$ cat config.mk
export PLATFORM = sky130hd
export DESIGN_NAME = axi_lite_rr_arbiter_flat
export DESIGN_NICKNAME = d
export VERILOG_FILES = /design/src/rtl/axi_lite_rr_arbiter_if.sv /design/src/rtl/axi_lite_rr_arbiter.sv /design/src/flat_wrapper.sv
export SDC_FILE = /design/constraint.sdc
export NUM_CORES = 1
export LEC_CHECK = 0
export ABC_CLOCK_PERIOD_IN_PS = 1950
export CAP_MARGIN = 10
export CORE_UTILIZATION = 34
export CTS_CLUSTER_SIZE = 30
export DETAILED_ROUTE_END_ITERATION = 8
export PLACE_DENSITY = 0.82
export REMOVE_ABC_BUFFERS = 1
export SETUP_SLACK_MARGIN = 0.1
export SYNTH_ARGS = -nofsm -noshare
export SYNTH_HDL_FRONTEND = slang
export SYNTH_SLANG_ARGS = --single-unit
$ cat constraint.sdc
create_clock -name ACLK -period 1.95 [get_ports ACLK]
set_clock_uncertainty 0.15 [all_clocks]
set_input_delay 0.2925 -clock ACLK [delete_from_list [all_inputs] [get_ports ACLK]]
set_output_delay 0.2925 -clock ACLK [all_outputs]
set_load 0.005 [all_outputs]
$ cat src/rtl/axi_lite_rr_arbiter_if.sv
// axi_lite_rr_arbiter_if
//   AXI4-Lite bus bundle between the arbiter (master modport) and the shared
//   register-bus slave (slave modport).
//   Channels: AW (VALID/READY/ADDR/PROT), W (VALID/READY/DATA/STRB),
//             B (VALID/READY/RESP), AR (VALID/READY/ADDR/PROT),
//             R (VALID/READY/DATA/RESP).
//   Parameters: ADDR_WIDTH, DATA_WIDTH (strobe width DATA_WIDTH/8).
interface axi_lite_rr_arbiter_if #(
  parameter int ADDR_WIDTH = 32,
  parameter int DATA_WIDTH = 32
);
  logic                    AWVALID;
  logic                    AWREADY;
  logic [ADDR_WIDTH-1:0]   AWADDR;
  logic [2:0]              AWPROT;
  logic                    WVALID;
  logic                    WREADY;
  logic [DATA_WIDTH-1:0]   WDATA;
  logic [DATA_WIDTH/8-1:0] WSTRB;
  logic                    BVALID;
  logic                    BREADY;
  logic [1:0]              BRESP;
  logic                    ARVALID;
  logic                    ARREADY;
  logic [ADDR_WIDTH-1:0]   ARADDR;
  logic [2:0]              ARPROT;
  logic                    RVALID;
  logic                    RREADY;
  logic [DATA_WIDTH-1:0]   RDATA;
  logic [1:0]              RRESP;

  modport master (
    output AWVALID, AWADDR, AWPROT, WVALID, WDATA, WSTRB, BREADY,
           ARVALID, ARADDR, ARPROT, RREADY,
    input  AWREADY, WREADY, BVALID, BRESP, ARREADY, RVALID, RDATA, RRESP
  );

  modport slave (
    input  AWVALID, AWADDR, AWPROT, WVALID, WDATA, WSTRB, BREADY,
           ARVALID, ARADDR, ARPROT, RREADY,
    output AWREADY, WREADY, BVALID, BRESP, ARREADY, RVALID, RDATA, RRESP
  );
endinterface

$ cat src/rtl/axi_lite_rr_arbiter.sv
// axi_lite_rr_arbiter
//   Two-requester arbiter/sequencer in front of one AXI4-Lite master port.
//   One outstanding transaction; winner chosen round-robin (requester 0 wins
//   the first contention after reset). Build option AXIL_ARB_FIXED_PRIO_EN:
//   requester 0 always wins contention, no last-grant state.
//   Ports:
//     ACLK, ARESETn           clock, asynchronous active-low reset
//     req_valid/req_write     per-requester command valid / write flag
//     req_addr/wdata/wstrb    packed per-requester command payload
//     req_ready               one-cycle accept pulse to the granted requester
//     rsp_valid               one-cycle response pulse to the owner
//     rsp_rdata/rsp_resp      shared response payload, qualified by rsp_valid
//     axi                     AXI4-Lite master port (interface, master modport)
//   Cycle sequence per transaction: IDLE (arbitrate), grant (req_ready),
//   AW+W or AR issue, B or R, DONE (rsp_valid).
module axi_lite_rr_arbiter #(
  parameter int ADDR_WIDTH = 32,
  parameter int DATA_WIDTH = 32
) (
  input  logic                      ACLK,
  input  logic                      ARESETn,
  input  logic [1:0]                req_valid,
  input  logic [1:0]                req_write,
  input  logic [2*ADDR_WIDTH-1:0]   req_addr,
  input  logic [2*DATA_WIDTH-1:0]   req_wdata,
  input  logic [2*DATA_WIDTH/8-1:0] req_wstrb,
  output logic [1:0]                req_ready,
  output logic [1:0]                rsp_valid,
  output logic [DATA_WIDTH-1:0]     rsp_rdata,
  output logic [1:0]                rsp_resp,
  axi_lite_rr_arbiter_if.master     axi
);

  localparam int STRB_WIDTH = DATA_WIDTH / 8;

  typedef enum logic [2:0] {
    IDLE, WR_REQ, WR_RESP, RD_REQ, RD_RESP, DONE
  } state_t;

  state_t                  state;
  logic                    owner;
  logic [ADDR_WIDTH-1:0]   cmd_addr;
  logic [DATA_WIDTH-1:0]   cmd_wdata;
  logic [STRB_WIDTH-1:0]   cmd_wstrb;
  logic                    aw_done;
  logic                    w_done;

  logic                    winner;
  logic                    sel_write;
  logic [ADDR_WIDTH-1:0]   sel_addr;
  logic [DATA_WIDTH-1:0]   sel_wdata;
  logic [STRB_WIDTH-1:0]   sel_wstrb;
  logic                    aw_fire;
  logic                    w_fire;

`ifndef AXIL_ARB_FIXED_PRIO_EN
  logic                    last_grant;
`endif

  always_comb begin
`ifdef AXIL_ARB_FIXED_PRIO_EN
    winner = !req_valid[0];
`else
    // Contention goes to the requester not granted last; otherwise the lone
    // valid requester (req_valid[1] alone selects requester 1).
    winner = (req_valid == 2'b11) ? !last_grant : req_valid[1];
`endif
    sel_write = winner ? req_write[1] : req_write[0];
    sel_addr  = winner ? req_addr[2*ADDR_WIDTH-1:ADDR_WIDTH] : req_addr[ADDR_WIDTH-1:0];
    sel_wdata = winner ? req_wdata[2*DATA_WIDTH-1:DATA_WIDTH] : req_wdata[DATA_WIDTH-1:0];
    sel_wstrb = winner ? req_wstrb[2*STRB_WIDTH-1:STRB_WIDTH] : req_wstrb[STRB_WIDTH-1:0];
  end

  assign aw_fire = axi.AWVALID && axi.AWREADY;
  assign w_fire  = axi.WVALID && axi.WREADY;

  // Address/data outputs come straight from the command latches, which only
  // change at grant time, so they are stable for the whole VALID window.
  assign axi.AWADDR = cmd_addr;
  assign axi.ARADDR = cmd_addr;
  assign axi.WDATA  = cmd_wdata;
  assign axi.WSTRB  = cmd_wstrb;
  assign axi.AWPROT = '0;
  assign axi.ARPROT = '0;

  always_ff @(posedge ACLK or negedge ARESETn) begin
    if (!ARESETn) begin
      state       <= IDLE;
      owner       <= 1'b0;
      cmd_addr    <= '0;
      cmd_wdata   <= '0;
      cmd_wstrb   <= '0;
      aw_done     <= 1'b0;
      w_done      <= 1'b0;
      req_ready   <= '0;
      rsp_valid   <= '0;
      rsp_rdata   <= '0;
      rsp_resp    <= '0;
      axi.AWVALID <= 1'b0;
      axi.WVALID  <= 1'b0;
      axi.BREADY  <= 1'b0;
      axi.ARVALID <= 1'b0;
      axi.RREADY  <= 1'b0;
`ifndef AXIL_ARB_FIXED_PRIO_EN
      last_grant  <= 1'b1;
`endif
    end else begin
      case (state)
        IDLE: begin
          if (|req_valid) begin
            owner     <= winner;
            req_ready <= {winner, !winner};
            cmd_addr  <= sel_addr;
            cmd_wdata <= sel_wdata;
            cmd_wstrb <= sel_wstrb;
`ifndef AXIL_ARB_FIXED_PRIO_EN
            last_grant <= winner;
`endif
            state     <= sel_write ? WR_REQ : RD_REQ;
          end
        end

        // The first cycle in WR_REQ/RD_REQ is the grant cycle (req_ready
        // high); the AXI request is raised at its end.
        WR_REQ: begin
          if (|req_ready) begin
            req_ready   <= '0;
            axi.AWVALID <= 1'b1;
            axi.WVALID  <= 1'b1;
            aw_done     <= 1'b0;
            w_done      <= 1'b0;
          end else begin
            if (aw_fire) begin
              axi.AWVALID <= 1'b0;
              aw_done     <= 1'b1;
            end
            if (w_fire) begin
              axi.WVALID <= 1'b0;
              w_done     <= 1'b1;
            end
            if ((aw_done || aw_fire) && (w_done || w_fire)) begin
              axi.BREADY <= 1'b1;
              state      <= WR_RESP;
            end
          end
        end

        WR_RESP: begin
          if (axi.BVALID) begin
            axi.BREADY <= 1'b0;
            rsp_resp   <= axi.BRESP;
            rsp_rdata  <= '0;
            rsp_valid  <= {owner, !owner};
            state      <= DONE;
          end
        end

        RD_REQ: begin
          if (|req_ready) begin
            req_ready   <= '0;
            axi.ARVALID <= 1'b1;
          end else if (axi.ARREADY) begin
            axi.ARVALID <= 1'b0;
            axi.RREADY  <= 1'b1;
            state       <= RD_RESP;
          end
        end

        RD_RESP: begin
          if (axi.RVALID) begin
            axi.RREADY <= 1'b0;
            rsp_resp   <= axi.RRESP;
            rsp_rdata  <= axi.RDATA;
            rsp_valid  <= {owner, !owner};
            state      <= DONE;
          end
        end

        DONE: begin
          rsp_valid <= '0;
          state     <= IDLE;
        end

        default: state <= IDLE;
      endcase
    end
  end

endmodule
$ cat src/flat_wrapper.sv
// flat-port wrapper written by rule: the top's interface ports become plain ports
module axi_lite_rr_arbiter_flat 
#(
  parameter int ADDR_WIDTH = 32,
  parameter int DATA_WIDTH = 32
)
  (ACLK, ARESETn, req_valid, req_write, req_addr, req_wdata, req_wstrb, req_ready, rsp_valid, rsp_rdata, rsp_resp, axi_AWVALID, axi_AWADDR, axi_AWPROT, axi_WVALID, axi_WDATA, axi_WSTRB, axi_BREADY, axi_ARVALID, axi_ARADDR, axi_ARPROT, axi_RREADY, axi_AWREADY, axi_WREADY, axi_BVALID, axi_BRESP, axi_ARREADY, axi_RVALID, axi_RDATA, axi_RRESP);
  axi_lite_rr_arbiter_if #(.ADDR_WIDTH(ADDR_WIDTH), .DATA_WIDTH(DATA_WIDTH)) axi_i ();
  input  logic ACLK;
  input  logic ARESETn;
  input  logic [1:0] req_valid;
  input  logic [1:0] req_write;
  input  logic [2*ADDR_WIDTH-1:0] req_addr;
  input  logic [2*DATA_WIDTH-1:0] req_wdata;
  input  logic [2*DATA_WIDTH/8-1:0] req_wstrb;
  output logic [1:0] req_ready;
  output logic [1:0] rsp_valid;
  output logic [DATA_WIDTH-1:0] rsp_rdata;
  output logic [1:0] rsp_resp;
  output wire logic [$bits(axi_i.AWVALID)-1:0] axi_AWVALID;
  output wire logic [$bits(axi_i.AWADDR)-1:0] axi_AWADDR;
  output wire logic [$bits(axi_i.AWPROT)-1:0] axi_AWPROT;
  output wire logic [$bits(axi_i.WVALID)-1:0] axi_WVALID;
  output wire logic [$bits(axi_i.WDATA)-1:0] axi_WDATA;
  output wire logic [$bits(axi_i.WSTRB)-1:0] axi_WSTRB;
  output wire logic [$bits(axi_i.BREADY)-1:0] axi_BREADY;
  output wire logic [$bits(axi_i.ARVALID)-1:0] axi_ARVALID;
  output wire logic [$bits(axi_i.ARADDR)-1:0] axi_ARADDR;
  output wire logic [$bits(axi_i.ARPROT)-1:0] axi_ARPROT;
  output wire logic [$bits(axi_i.RREADY)-1:0] axi_RREADY;
  input wire logic [$bits(axi_i.AWREADY)-1:0] axi_AWREADY;
  input wire logic [$bits(axi_i.WREADY)-1:0] axi_WREADY;
  input wire logic [$bits(axi_i.BVALID)-1:0] axi_BVALID;
  input wire logic [$bits(axi_i.BRESP)-1:0] axi_BRESP;
  input wire logic [$bits(axi_i.ARREADY)-1:0] axi_ARREADY;
  input wire logic [$bits(axi_i.RVALID)-1:0] axi_RVALID;
  input wire logic [$bits(axi_i.RDATA)-1:0] axi_RDATA;
  input wire logic [$bits(axi_i.RRESP)-1:0] axi_RRESP;
  assign axi_AWVALID = axi_i.AWVALID;
  assign axi_AWADDR = axi_i.AWADDR;
  assign axi_AWPROT = axi_i.AWPROT;
  assign axi_WVALID = axi_i.WVALID;
  assign axi_WDATA = axi_i.WDATA;
  assign axi_WSTRB = axi_i.WSTRB;
  assign axi_BREADY = axi_i.BREADY;
  assign axi_ARVALID = axi_i.ARVALID;
  assign axi_ARADDR = axi_i.ARADDR;
  assign axi_ARPROT = axi_i.ARPROT;
  assign axi_RREADY = axi_i.RREADY;
  assign axi_i.AWREADY = axi_AWREADY;
  assign axi_i.WREADY = axi_WREADY;
  assign axi_i.BVALID = axi_BVALID;
  assign axi_i.BRESP = axi_BRESP;
  assign axi_i.ARREADY = axi_ARREADY;
  assign axi_i.RVALID = axi_RVALID;
  assign axi_i.RDATA = axi_RDATA;
  assign axi_i.RRESP = axi_RRESP;
  axi_lite_rr_arbiter #(.ADDR_WIDTH(ADDR_WIDTH), .DATA_WIDTH(DATA_WIDTH)) u_core (.ACLK(ACLK), .ARESETn(ARESETn), .req_valid(req_valid), .req_write(req_write), .req_addr(req_addr), .req_wdata(req_wdata), .req_wstrb(req_wstrb), .req_ready(req_ready), .rsp_valid(rsp_valid), .rsp_rdata(rsp_rdata), .rsp_resp(rsp_resp), .axi(axi_i));
endmodule
Word level (Yosys, flattened, before mapping) --
Cells that the tools add are included.
Cells by class: reduce and logical (&&, ||, !) cells 30, shift-type cells 0, $lt $le $gt $ge 0, div/mod/pow operators 0, equal/unequal tests 14, multipliers 0, muxes and demuxes 44, add/sub/neg operators 0, bitwise logic cells 0
Operators by type and width (number):
- two-way mux 32 bit | 4
- case mux 32 bit (2 select lines) | 1
- two-way mux 3 bit | 7
- two-way mux 1 bit | 18
- case mux 3 bit (5 select lines) | 1
- two-way mux 2 bit | 7
- nonzero test 2 bit | 7
- != test 2 bit, second input constant | 5
- AND reduction 3 bit | 3
- case mux 2 bit (2 select lines) | 2
- AND reduction 2 bit | 4
- AND reduction 4 bit | 2
- AND reduction 7 bit | 1
- equality test 3 x 2 -> 1 bit, second input constant | 2
- equality test 3 bit, second input constant | 2
- != test 2 x 1 -> 1 bit, second input constant | 3
- case mux 2 bit (3 select lines) | 1
- OR reduction 2 bit | 3
- two-way mux 4 bit | 1
- case mux 1 bit (2 select lines) | 2
- equality test 3 x 1 -> 1 bit, second input constant | 1
- logical AND 1 bit | 3
- logical NOT 1 bit | 3
- logical NOT 3 bit | 1
- other kinds (3) | 4
Word-level totals: memories 0, register bits after elaboration 118, latch bits 0, RAM bits 0, ROM bits 0

Longest topological paths before layout --
word-level depth 6, mapped depth 7, mapped depth without buffers 4

Worst setup path before layout --
OpenSTA, ideal clock, no wires.
kind register -> register, start register u_core.state[1], end register u_core.state[0], path buffers 1, required time 1675 ps, library setup time 125 ps, arrival 1543 ps, stages on the path, launching flop included 6, slack 133 ps, cells stage by stage dfrtp_1 buf_6 nor2b_4 a31oi_1 o2111a_1 mux2_2
On the way: cells in the longest elaborated chain, start to end 3, elaborated cells on any way between the ends 14, classes of those cells eq/ne: 11; mux: 1; reduce/logical: 2
Ends and longest elaborated chain:
- from (decl) | line axi_lite_rr_arbiter.sv:40 | state_t state;
- from (signal assigned) | line axi_lite_rr_arbiter.sv:119 | state <= sel_write ? WR_REQ : RD_REQ;
- equality test 3 x 2 -> 1 bit (tied with other cells) | line axi_lite_rr_arbiter.sv:108 | case (state)
- != test 2 bit (no source line) or != test 2 x 1 -> 1 bit (tied branches)
- AND reduction 7 bit (no source line)
Parallel ways exist; a longest one is shown, timed or not. A chain may end at the register's enable or synchronous reset.

Final worst setup path --
start register u_core.state[2], end register u_core.rsp_rdata[11]
On the way: cells in the longest elaborated chain, start to end 3, elaborated cells on any way between the ends 7, classes of those cells eq/ne: 4; mux: 1; reduce/logical: 2
Ends and longest elaborated chain:
- equality test 3 bit or equality test 3 x 2 -> 1 bit (tied branches) | line axi_lite_rr_arbiter.sv:108
- != test 2 bit (no source line) or nonzero test 2 bit (tied branches)
- AND reduction 3 bit (no source line)
- to (signal assigned) | line axi_lite_rr_arbiter.sv:173 | rsp_rdata <= axi.RDATA;
- to (decl) | line axi_lite_rr_arbiter.sv:29 | output logic [DATA_WIDTH-1:0] rsp_rdata,
Parallel ways exist; a longest one is shown, timed or not.

==> metrics.md <==
| Metric | Value |
|---|---|
| YS warnings | 0 |
| Crit path capture type | flip-flop |
| Mux cell area share after synthesis | 0.137 |
| CTS Sinks | 118 |
| CP Max Fanout | 36 |
| CTS Root Buffer Type | clkbuf_16 |
| Worst EP required | 2.08 ns |
| DIE WIDTH | 130 µm |
| Most common cell after layout, fill and taps aside | clkdlybuf4s50_1 |
| Area growth syn-to-layout | 74.8% |
| Layout Cells excl Fill | 1063 |
| Routability cong. | 0.843 |
| Reg2reg start | u_core.state[2]$_DFFE_PN0P_ |
| Vias in the first global route | 5114 |
| Total GRT Usage | 0.203 |
| Initial antenna violation count | 0 |
| Multi-input gate area | 2120 µm² |
| Post-DRT Antenna Nets | 0 |
| CTS Buffer Depth | 2 |
| Post-Synth Adder-Cell Area | 0 |
| Status | completed |
| Fmax | 551 MHz |
| Final period utilization | 0.930 |
| WL final | 17.1 mm |
| 1st-pass router iterations | 4 |
| Die area | 16900 µm² |
| DP Wirelength | 13.0 mm |
| Power, Total | 14.8 mW |
| Ys async rst share | 1.00 |
| WS Path Type | reg -> reg |
| Total grt overflow | 0 |
| Syn avg cell area | 10.9 µm² |
| CTS Buf Count | 17 |
| Most frequent cells in the layout | clkdlybuf4s50_1, dfrtp_1, nor2_1 |
| # diodes | 0 |
| Setup violators final | 0 |
| Drt drc | 0 |
| Number of library cell types mapped by synthesis | 39 |
| IO buf count | 325 |
| Final hold vios | 0 |
| CP bufs+invs | 1 |
| Mapped Area | 5570 µm² |
| Latest clock arrival within the worst-skew pair | 0.40 ns |
| Vias per inst | 4.78 |
| Final #Nets | 1017 |
| CP Launch Type | flip-flop |
| Hold WS | 0.112 ns |
| Fin crit period | 1.81 ns |
| Max-slew violation count | 0 |
| RSZ-0062 raised after global routing | no |
| Initial Utilization | 0.349 |
| EDFF count, synth | 0 |
| CTS tree | done |
| HP Class | in -> async |
| Compound-cell area share of the yosys netlist | 0.150 |
| Die height | 130 µm |
| Sequential Area | 2960 µm² |
| Rows | 46 |
| CTS H-tree lvls | 4 |
| Xor/xnor share of the synthesized area | 0.00157 |
| Top-Level Pins | 332 |
| Critical Path AT | 1.95 ns |
| Crit path largest cell delay | 0.49 ns |
| Max cap viols | 0 |
| P per Cell Area | 1520 nW/µm² |
| Core area | 15900 µm² |
| Simple-gate share of the synthesized area | 0.0838 |
| Synthesized instance count | 511 |
| Main synth FF type | dfrtp_1 |
| Leak | 4.17 nW |
| Per-cell routed wire length | 16.0 µm |
| Sequential share of the synthesized area | 0.531 |
| Worst vdd ir | 0.000791 V |
| Fill count | 1315 |
| Layout cells sized above 1 | 0.102 |
| #FFs+latches synth | 118 |
| Clk slew on worst S/H paths | 0.05 ns |
| First-pass GRT wire length | 26.1 mm |
| Finished Core Util | 0.610 |
| 1st-iter DRT viols | 246 |
| Routed vias | 5078 |
| Crit path max-delay family | compound AO/OA/AOI/OAI gates |
| Critical path origin | u_core.state[2]$_DFFE_PN0P_ |
| Dpl cells | 1027 |
| Slowest CP cell | dfrtp_2 |
| CP cell instances | nor4b_4 -> a2111o_1 -> buf_12 -> a22o_1 |
| Largest family of logic cells by synthesized area | compound AO/OA/AOI/OAI gates |
| Largest net degree at the start of global routing | 67 |
==> cell usage after synthesis (all sizes together), types with 3 or more instances <==
| master | instances | share of area |
|---|---|---|
| inv | 4 | 0.0027 |
| nor2 | 81 | 0.055 |
| nand2 | 14 | 0.0094 |
| buf | 71 | 0.091 |
| o21ai | 4 | 0.0036 |
| a21oi | 73 | 0.066 |
| a22o | 32 | 0.050 |
| a21o | 3 | 0.0040 |
| dfrtp | 117 | 0.53 |
| mux2i | 74 | 0.13 |
| clkbuf | 3 | 0.0020 |
| a31oi | 5 | 0.0056 |
| nor2b | 3 | 0.0047 |
==> registers in the layout, summed over array words and instances, names as in the netlist <==
name	cells
u_core.aw_done	1
u_core.axi.ARADDR	32
u_core.axi.ARVALID	1
u_core.axi.AWVALID	1
u_core.axi.BREADY	1
u_core.axi.RREADY	1
u_core.axi.WDATA	32
u_core.axi.WSTRB	4
u_core.axi.WVALID	1
u_core.last_grant	1
u_core.owner	1
u_core.req_ready	2
u_core.rsp_rdata	32
u_core.rsp_resp	2
u_core.rsp_valid	2
u_core.state	3
u_core.w_done	1
==> worst paths after layout <==
path	endpoint	slack [ns]	depth (start not counted)
worst min-delay path	u_core.rsp_rdata[24]$_DFFE_PN0P_	0.11	2
worst max-delay path	u_core.rsp_rdata[11]$_DFFE_PN0P_	0.14	4
max in group asynchronous	u_core.axi.WDATA[4]$_DFFE_PN0P_	0.97	3
worst min register to register	u_core.axi.ARVALID$_DFFE_PN0P_	0.31	2
worst max register to register	u_core.rsp_rdata[11]$_DFFE_PN0P_	0.14	4
min in group ACLK	u_core.axi.ARVALID$_DFFE_PN0P_	0.31	2
==> logic make-up after synthesis <==
group                     after synthesis
other                                   1
buffers and inverters                  78
muxes                                  76
xor gates and xnor gates                1
DFF                                   118
AOI/OAI and AO/OA                     130
and+or+nand+nor                       107
==> area by class of cell <==
type	instances	area share
tap	216	0.0278
clock buffer	28	0.0531
inverter	4	0.00154
timing repair buffer	373	0.388
clock inverter	4	0.00720
sequential	118	0.304
multi-input combinational	320	0.218
==> where the power goes <==
group / switching [mW] / internal [mW] / total (mW)
sequential: 0.929 / 3.69 / 4.62
combinational: 2.66 / 4.45 / 7.11
clock: 1.05 / 2.05 / 3.10
total: 4.65 / 10.2 / 14.8
==> per-layer routing <==
metal  part of all wire  track usage  vias to the layer above
met1               0.41        0.240                     2456
li1                   -            -                     2400
met5                  0            0                        -
met3              0.060       0.0529                       39
met4              0.031        0.101                        0
met2               0.50        0.344                      183
==> through the flow <==
step                setup TNS, ns  cell area [µm²]  setup slack, ns
floorplan                 -491.13             5070            -6.86
global placement            -6.11             9100           -0.114
detailed placement          -9.17             9100           -0.149
CTS                             0             9710            0.119
global route                    0             9730            0.103
finish                          0             9730            0.136
==> repair_timing <==
action                     4_1_cts  5_1_grt
resized for setup                4        1
hold buffers                     1        0
setup endpoints to repair       67        7
hold endpoints to repair       117        0
pin swaps                        0        0
setup buffers                    0        3
cloned                           0        0
Note: power is estimated with default switching activity, not from simulation.
